**config.mk**
```make
export PLATFORM = sky130hd
export DESIGN_NAME = mult8_seq_ctrl_flat
export DESIGN_NICKNAME = d
export VERILOG_FILES = /design/src/rtl/mult8_seq_ctrl_if.sv /design/src/rtl/mult8_seq_ctrl.sv /design/src/flat_wrapper.sv
export SDC_FILE = /design/constraint.sdc
export NUM_CORES = 1
export LEC_CHECK = 0
export ABC_AREA = 0
export CAP_MARGIN = 25
export CORE_MARGIN = 2
export CORE_UTILIZATION = 53
export DETAILED_ROUTE_END_ITERATION = 7
export GPL_ROUTABILITY_DRIVEN = 0
export PLACE_DENSITY_LB_ADDON = 0.15
export SKIP_LAST_GASP = 1
export SYNTH_ARGS = -nofsm -noshare
export SYNTH_HDL_FRONTEND = slang
export SYNTH_SLANG_ARGS = --single-unit
```
**constraint.sdc**
```tcl
create_clock -name clk -period 4.15 [get_ports clk]
set_input_delay 0.83 -clock clk [delete_from_list [all_inputs] [get_ports clk]]
set_output_delay 0.83 -clock clk [all_outputs]
set_load 0.02 [all_outputs]
```
**src/rtl/mult8_seq_ctrl_if.sv**
```systemverilog
// Request-side handshake bundle for the 8x8 sequential multiplier controller.
// master = requesting block, slave = controller.
interface mult8_seq_ctrl_if;
    logic        start;
    logic [7:0]  a;
    logic [7:0]  b;
    logic        busy;
    logic        done;
    logic [15:0] product;

    modport master (output start, a, b, input busy, done, product);
    modport slave  (input start, a, b, output busy, done, product);
endinterface

```
**src/rtl/mult8_seq_ctrl.sv**
```systemverilog
// 8x8 unsigned multiply by four nibble passes through an external 4x4 combinational multiplier.
// Latency: 5 cycles from acceptance to done (PP_REG=0), 9 cycles (PP_REG=1); start ignored while busy.
module mult8_seq_ctrl #(
    parameter bit PP_REG = 1'b0
) (
    input  logic              clk,
    input  logic              rst,
    mult8_seq_ctrl_if.slave   req,
    output logic [3:0]        mm,
    output logic [3:0]        mq,
    input  logic [7:0]        mp
);

    typedef enum logic [2:0] {IDLE, P0, P1, P2, P3, FIN} state_t;

    state_t      state;
    logic [7:0]  ra;
    logic [7:0]  rb;
    logic [15:0] acc;
    logic [7:0]  pp_q;
    logic        phase;
    logic        busy_q;
    logic        done_q;
    logic [15:0] product_q;

    logic [7:0]  pp_src;
    logic [15:0] term;
    logic        pass_add;

    assign req.busy    = busy_q;
    assign req.done    = done_q;
    assign req.product = product_q;

    // With the pipeline register the add happens in phase 1 on the captured value.
    assign pp_src   = PP_REG ? pp_q : mp;
    assign pass_add = PP_REG ? phase : 1'b1;

    always_comb begin
        mm = 4'h0;
        mq = 4'h0;
        case (state)
            P0: begin mm = ra[3:0]; mq = rb[3:0]; end
            P1: begin mm = ra[7:4]; mq = rb[3:0]; end
            P2: begin mm = ra[3:0]; mq = rb[7:4]; end
            P3: begin mm = ra[7:4]; mq = rb[7:4]; end
            default: begin mm = 4'h0; mq = 4'h0; end
        endcase
    end

    always_comb begin
        term = 16'h0000;
        case (state)
            P0:      term = {8'h00, pp_src};
            P1, P2:  term = {4'h0, pp_src, 4'h0};
            P3:      term = {pp_src, 8'h00};
            default: term = 16'h0000;
        endcase
    end

    always_ff @(posedge clk) begin
        if (rst) begin
            state     <= IDLE;
            ra        <= 8'h00;
            rb        <= 8'h00;
            acc       <= 16'h0000;
            pp_q      <= 8'h00;
            phase     <= 1'b0;
            busy_q    <= 1'b0;
            done_q    <= 1'b0;
            product_q <= 16'h0000;
        end else begin
            done_q <= 1'b0;
            case (state)
                IDLE: begin
                    if (req.start) begin
                        ra     <= req.a;
                        rb     <= req.b;
                        acc    <= 16'h0000;
                        phase  <= 1'b0;
                        busy_q <= 1'b1;
                        state  <= P0;
                    end
                end
                P0, P1, P2, P3: begin
                    if (!pass_add) begin
                        pp_q  <= mp;
                        phase <= 1'b1;
                    end else begin
                        acc   <= acc + term;
                        phase <= 1'b0;
                        case (state)
                            P0:      state <= P1;
                            P1:      state <= P2;
                            P2:      state <= P3;
                            default: state <= FIN;
                        endcase
                        // Final term folded straight into product so it is valid alongside done.
                        if (state == P3) begin
                            product_q <= acc + term;
                            done_q    <= 1'b1;
                        end
                    end
                end
                FIN: begin
                    busy_q <= 1'b0;
                    state  <= IDLE;
                end
                default: state <= IDLE;
            endcase
        end
    end

endmodule

```
**src/flat_wrapper.sv**
```systemverilog
// flat-port wrapper written by rule: the top's interface ports become plain ports
module mult8_seq_ctrl_flat 
#(
    parameter bit PP_REG = 1'b0
)
  (clk, rst, mm, mq, mp, req_start, req_a, req_b, req_busy, req_done, req_product);
  mult8_seq_ctrl_if req_i ();
  input  logic clk;
  input  logic rst;
  output logic [3:0] mm;
  output logic [3:0] mq;
  input  logic [7:0] mp;
  input wire logic [$bits(req_i.start)-1:0] req_start;
  input wire logic [$bits(req_i.a)-1:0] req_a;
  input wire logic [$bits(req_i.b)-1:0] req_b;
  output wire logic [$bits(req_i.busy)-1:0] req_busy;
  output wire logic [$bits(req_i.done)-1:0] req_done;
  output wire logic [$bits(req_i.product)-1:0] req_product;
  assign req_i.start = req_start;
  assign req_i.a = req_a;
  assign req_i.b = req_b;
  assign req_busy = req_i.busy;
  assign req_done = req_i.done;
  assign req_product = req_i.product;
  mult8_seq_ctrl #(.PP_REG(PP_REG)) u_core (.clk(clk), .rst(rst), .req(req_i), .mm(mm), .mq(mq), .mp(mp));
endmodule
```
After elaboration in Yosys (flattened, before gate mapping):

Index checks and enable logic that the tools add are counted.

* register bits after elaboration: 53
* input bits: 27
* output and inout port bits: 26
* word-level logic and storage cells: 40

* add/sub/neg operators: 1
* eq/ne operators: 6
* multiplexer cells: 11
* bitwise logic cells: 1
* reduce and logical (&&, ||, !) cells: 14

Operators with widths (number)
* 16-bit case mux with 3 select lines: 1
* 16-bit case mux with 2 select lines: 1
* 16-bit adder: 1
* 16-bit 2-to-1 mux: 1
* 4-bit case mux with 2 select lines: 2
* 2-bit OR reduction: 6
* 3-bit case mux with 3 select lines: 1
* 2-bit AND reduction: 4
* 3-bit by 2-bit == test with 1-bit output (second input constant): 2
* 3-bit == test (second input constant): 2
* 3-bit case mux with 2 select lines: 1
* 2-bit nonzero test: 2
* 4-bit OR reduction: 1
* 3-bit by 1-bit == test with 1-bit output (second input constant): 1
* 3-bit zero test: 1
* 3-bit 2-to-1 mux: 1
* 1-bit 2-to-1 mux: 2
* 2-bit inequality test (second input constant): 1
* 1-bit case mux with 2 select lines: 1
* 1-bit inverter: 1

Depth between registers and ports, before layout:

* depth in word-level cells: 5
* gate-level depth with buffers: 13
* gate-level depth less buffers: 10

Worst setup path before layout:

Ideal clock, no wire load.

* kind: reg-to-reg
* from: register u_core.state[1]
* to: register u_core.acc[12]
* setup time: 0.117 ns
* data arrival time: 2.792 ns
* required time: 4.033 ns
* setup slack: 1.241 ns
* stages on the path, launching flop included: 13
* buffers on the path: 2
* clock period less this slack: 2.909 ns
* cell sequence: dfxtp_1 buf_2 buf_1 nor2_1 and3_1 ha_1 fa_1 a21o_1 a221oi_2 o21ai_1 o22a_1 xor2_1 a22o_1

* word-level cells in the longest chain between the ends: 5
* elaborated cells on any way between the ends: 13
* those cells by class: add/sub (1); eq/ne (5); mux (2); reduce/logical (5)

Ends and longest elaborated chain
* start, declared: line mult8_seq_ctrl.sv:16 `state_t state;`
* start signal, assigned: line mult8_seq_ctrl.sv:62 `state <= IDLE;`
* start signal, assigned: line mult8_seq_ctrl.sv:81 `state <= P0;`
* start signal, assigned: line mult8_seq_ctrl.sv:92 `P0: state <= P1;`
* 3-bit by 2-bit == test with 1-bit output: line mult8_seq_ctrl.sv:52, mult8_seq_ctrl.sv:73
* 2-bit OR reduction: line mult8_seq_ctrl.sv:52 `case (state)`
* 16-bit case mux with 3 select lines: line mult8_seq_ctrl.sv:52
* 16-bit adder: line mult8_seq_ctrl.sv:89 `acc <= acc + term;`
* 16-bit case mux with 2 select lines: line mult8_seq_ctrl.sv:73 `case (state)`
* end signal, assigned: line mult8_seq_ctrl.sv:89
* end, declared: line mult8_seq_ctrl.sv:19 `logic [15:0] acc;`

Several ways; a longest one is shown, not always the timed one.
A chain may end at the register's enable or synchronous reset.

Worst setup path in the final report:

* from: register u_core.state[1]
* to: register u_core.product_q[15] (netlist: u_core.req.product[15])

* word-level cells in the longest chain between the ends: 4
* elaborated cells on any way between the ends: 9
* those cells by class: add/sub (1); eq/ne (4); mux (1); reduce/logical (3)

Ends and longest elaborated chain
* 3-bit by 2-bit == test with 1-bit output: line mult8_seq_ctrl.sv:52, mult8_seq_ctrl.sv:73
* 2-bit OR reduction: line mult8_seq_ctrl.sv:52
* 16-bit case mux with 3 select lines: line mult8_seq_ctrl.sv:52
* 16-bit adder: line mult8_seq_ctrl.sv:99 `product_q <= acc + term;`
* end signal, assigned: line mult8_seq_ctrl.sv:99
* end, declared: line mult8_seq_ctrl.sv:24 `logic [15:0] product_q;`

Several ways; a longest one is shown, not always the timed one.

==> results.md <==
Clock tree:
- In this run the number of H-tree levels came out at 2.
- The hold-fix buffer count after cts is 0.
- The number of gates resized after CTS is 0.
- The later-pin clock latency in the skew report is 0.31 ns.
- The clock passes through at most 2 buffers.
- Buffers added to address setup during post-CTS repair amount to 0.
- The tree is rooted in a sky130_fd_sc_hd__clkbuf_8.
- The clock-pin slew on the worst setup and hold paths is 0.10 ns.
- The TritonCTS clock tree is built.
- Clock tree synthesis found a total of 53 sinks.
- Buffers inserted during clock tree synthesis total 5.

GRT:
- The wire length of the first global-routing pass is 11.9 mm.
- The total congestion overflow is 0.
- For this run, the total global-route usage over all layers was measured as 0.238.
- The pin count of the biggest net entering global routing is 49.
- The number of global-route vias before repair is around 2600.
- The initial antenna violation count was 0.

Placement:
- The instance area after placement is around 3500 um2.
- The count of input and output buffers is 52.
- The worst slack at placement is roughly 0.61 ns.
- The half-perimeter wire length after detailed placement is between 4 and 5 mm.

Floorplanning:
- The die outline height is 78.5 um.
- The core footprint is about 5400 um2.
- The initialized floorplan defines 27 standard-cell rows.
- The I/O pin total is 53.
- The area of the die is 6170 um2.
- The initial utilization of the core area, before any placement, comes to 0.541.
- The horizontal extent of the die is between 70 and 80 um.

Synthesis:
- The compound-cell area share of the yosys netlist is 0.247.
- The share of synthesized area in the top cell type comes to 0.360.
- After synthesis, the share of cell area in mux cells is 0.0153.
- After synthesis the cells add up to 2940 um2.
- Of the total synthesized cell area, the portion taken by XOR and XNOR cells is 0.0416.
- The average cell area after synthesis is 7.96 um2.
- The biggest area consumer among synthesized cells is sky130_fd_sc_hd__dfxtp_1.
- The async set or reset register ratio after synthesis is 0.
- The simple-gate portion of the synthesized area is 0.229.
- By area the synthesized netlist is led by sky130_fd_sc_hd__dfxtp_1 36%, sky130_fd_sc_hd__nand2_1 9.3%, sky130_fd_sc_hd__ha_1 6.4%.
- Synthesis instantiated 49 different standard cells from the library.
- Of the total synthesized cell area, the portion taken by full adders, half adders and majority gates is 0.0705.
- The most used flip-flop cell after synthesis is sky130_fd_sc_hd__dfxtp_1.
- The total nets after synthesis is 413.
- The synthesized design contains 53 register bits.
- The largest family of logic cells by synthesized area is compound AO/OA/AOI/OAI gates.
- For this run, the register share of the synthesized area comes to 0.360.
- The number of flops mapped to enable cells by yosys is 0.
- Synthesis handed over a netlist of 370 instances.
- Yosys printed 0 warnings.

STA:
- The number of setup violations in the final report is 0.
- The number of pins with negative max-slew slack in the final report is 0.
- Setup repair after global routing left no endpoint under its margin.
- Counting I/O delays and the setup requirement, the final critical path takes 3.34 ns.
- The part of the cycle the worst path needs is 0.804.
- The timing-limited maximum frequency is ~300 MHz.
- In this run the tightest slew margin relative to its limit is 0.505.
- The summed negative setup slack over all endpoints is 0 ns.
- The count of final hold-check violations is 0.
- Once routing completed, OpenROAD measured the worst setup slack at around 0.8 ns.
- For the final database, setup skew stands at 0.00650 ns.
- The pin slew with the least headroom to its limit is 0.741 ns.

Setup path:
- The worst setup path is launched from a flip-flop.
- The longest individual stage delay on the worst path is 0.71 ns.
- The worst endpoint data arrival time is 3.54 ns.
- The worst setup path is of the flip-flop to flip-flop kind.
- The worst-path cell with the longest stage delay is sky130_fd_sc_hd__dfxtp_1.
- The category of the worst setup path capture point is a flip-flop.
- The required time at the endpoint of the critical path is about 4.4 ns.
- The signal on the critical path passes through nand2b_1 -> nor2_1 -> buf_4 -> a22o_1 -> ha_1 -> nand2_1 -> nor2_1 -> o21ai_2 -> a211o_1 -> a2111o_1 -> and3_1.
- In this run the worst path has a maximum fanout of 22.
- The cell with the most instances on the worst path is sky130_fd_sc_hd__nor2_1.

Finish:
- The most common cell after layout, fill and taps aside is sky130_fd_sc_hd__nand2_1.
- The growth of design area from synthesis to finish is 21.7%.
- At the end of the flow the core is filled with cells to 0.659.
- The count of antenna diodes in the layout is 0.
- After routing the design area is 3580 um2.
- The share of cells above drive strength 1 is 0.0583.
- Leaving out fill and tap cells, the most frequent cells in the layout are 73 x sky130_fd_sc_hd__nand2_1, 53 x sky130_fd_sc_hd__dfxtp_1, 52 x sky130_fd_sc_hd__clkdlybuf4s50_1.
- The final-stage net count is 454.
- Counting the fill cells in the layout gives 490.

Route:
- Across all layers, the routed design uses 2721 vias.
- The routed design has 6.87 mm of wire.
- In the routed design, unresolved DRC markers number 0.
- In the final routed layout, each cell accounts on average for 14.2 um.
- The remaining antenna violation count is 0.
- The number of violations reported at the end of detailed-routing iteration 0 is 152.
- Dividing the detail-routed via count by the number of cells gives 5.62.
- The number of optimization iterations in the first detailed-route pass is 4.

Power:
- The share of total power dissipated in combinational logic is 0.236.
- After layout, the design draws a total of 1.12 mW.
- The power density over cell area is 311 nW/um2.
- In this run the power spent charging and discharging nets is 0.347 mW.
- Of the total power, the share spent switching nets is 0.311.
- The share of total power dissipated in sequential elements is 0.504.
- Internal power comes to 0.768 mW.
- The maximum ir drop on the vdd rail is 0.000165 V.
- The analysis attributes to cell leakage a power of 1.40 nW.
- The share of total power dissipated in the clock network is 0.260.

Outcome:
- The run finished with clean final reports.

Min path:
- The path class of the lowest-slack min-delay path is flip-flop to flip-flop.

Job:
- Across the run, the number of max-cap violations was 0.
-- metrics by stage --
| stage | hold WS (ns) | instances |
|---|---|---|
| floorplan | 0.436 | 370 |
| global placement | 0.441 | 476 |
| detailed placement | 0.450 | 476 |
| CTS | 0.461 | 484 |
| global route | 0.482 | 484 |
| finish | 0.456 | 484 |
-- state kept, by name, indices dropped and copies added (netlist names) --
register	cells
u_core.rb	8
u_core.req.product	16
u_core.req.busy	1
u_core.req.done	1
u_core.acc	16
u_core.state	3
u_core.ra	8
-- area by class of cell --
class / instances / area, um2 / area share
Multi-Input combinational cell: 291 / 1780 / 0.495
Tap cell: 72 / 90.1 / 0.0251
Inverter: 3 / 11.3 / 0.00314
Timing Repair Buffer: 57 / 558 / 0.156
Clock inverter: 2 / 15.0 / 0.00419
Clock buffer: 6 / 72.6 / 0.0203
Sequential cell: 53 / 1060 / 0.296
-- cell families (layout without fill, tap and decap cells) --
logic type | Yosys count | after routing
AOI/OAI and AO/OA | 108 | 108
xor gates and xnor gates | 14 | 14
adders and majority gates | 16 | 16
buffers and inverters | 26 | 68
DFF | 53 | 53
muxes | 4 | 4
and+or+nand+nor | 149 | 149
-- metal layers --
metal	track usage	wire, um
met5	0	0
met1	0.300	3110
met2	0.410	3420
met4	0.0684	71
met3	0.0483	270
-- worst paths after layout --
| check | cells after the start | slack [ns] | end | start |
|---|---|---|---|---|
| max | 11 | 0.81 | u_core.req.product[15]$_SDFFE_PP0P_ | u_core.state[1]$_SDFFE_PP0P_ |
| min | 2 | 0.46 | u_core.req.product[3]$_SDFFE_PP0P_ | u_core.req.product[3]$_SDFFE_PP0P_ |
| max reg2reg | 11 | 0.81 | u_core.req.product[15]$_SDFFE_PP0P_ | u_core.state[1]$_SDFFE_PP0P_ |
| min reg2reg | 2 | 0.46 | u_core.req.product[3]$_SDFFE_PP0P_ | u_core.req.product[3]$_SDFFE_PP0P_ |
-- Yosys cell counts, drive strengths merged (7+ instances only) --
cell    instances
nor2           30
and3            7
xnor2           9
o21ai          13
a21oi          37
a22oi          15
ha             15
clkbuf         15
dfxtp          53
nand2          73
buf             8
nand3           7
a22o           11
-- critical path: cells and delay by family, from the launching register on --
family                     cells  cell delay, ns
and+or+nand+nor                5            0.74
DFF                            1            0.71
AOI/OAI and AO/OA              4            1.18
buffers and inverters          1            0.24
adders and majority gates      1            0.38
-- power groups by stage --
stage	clock network, mW	registers [mW]	logic (mW)
floorplan	0	0.563	0.191
global placement	0	0.573	0.258
detailed placement	0	0.573	0.263
CTS	0.296	0.562	0.264
global route	0.313	0.567	0.296
finish	0.289	0.562	0.264
Power figures use the tool's default switching activity.
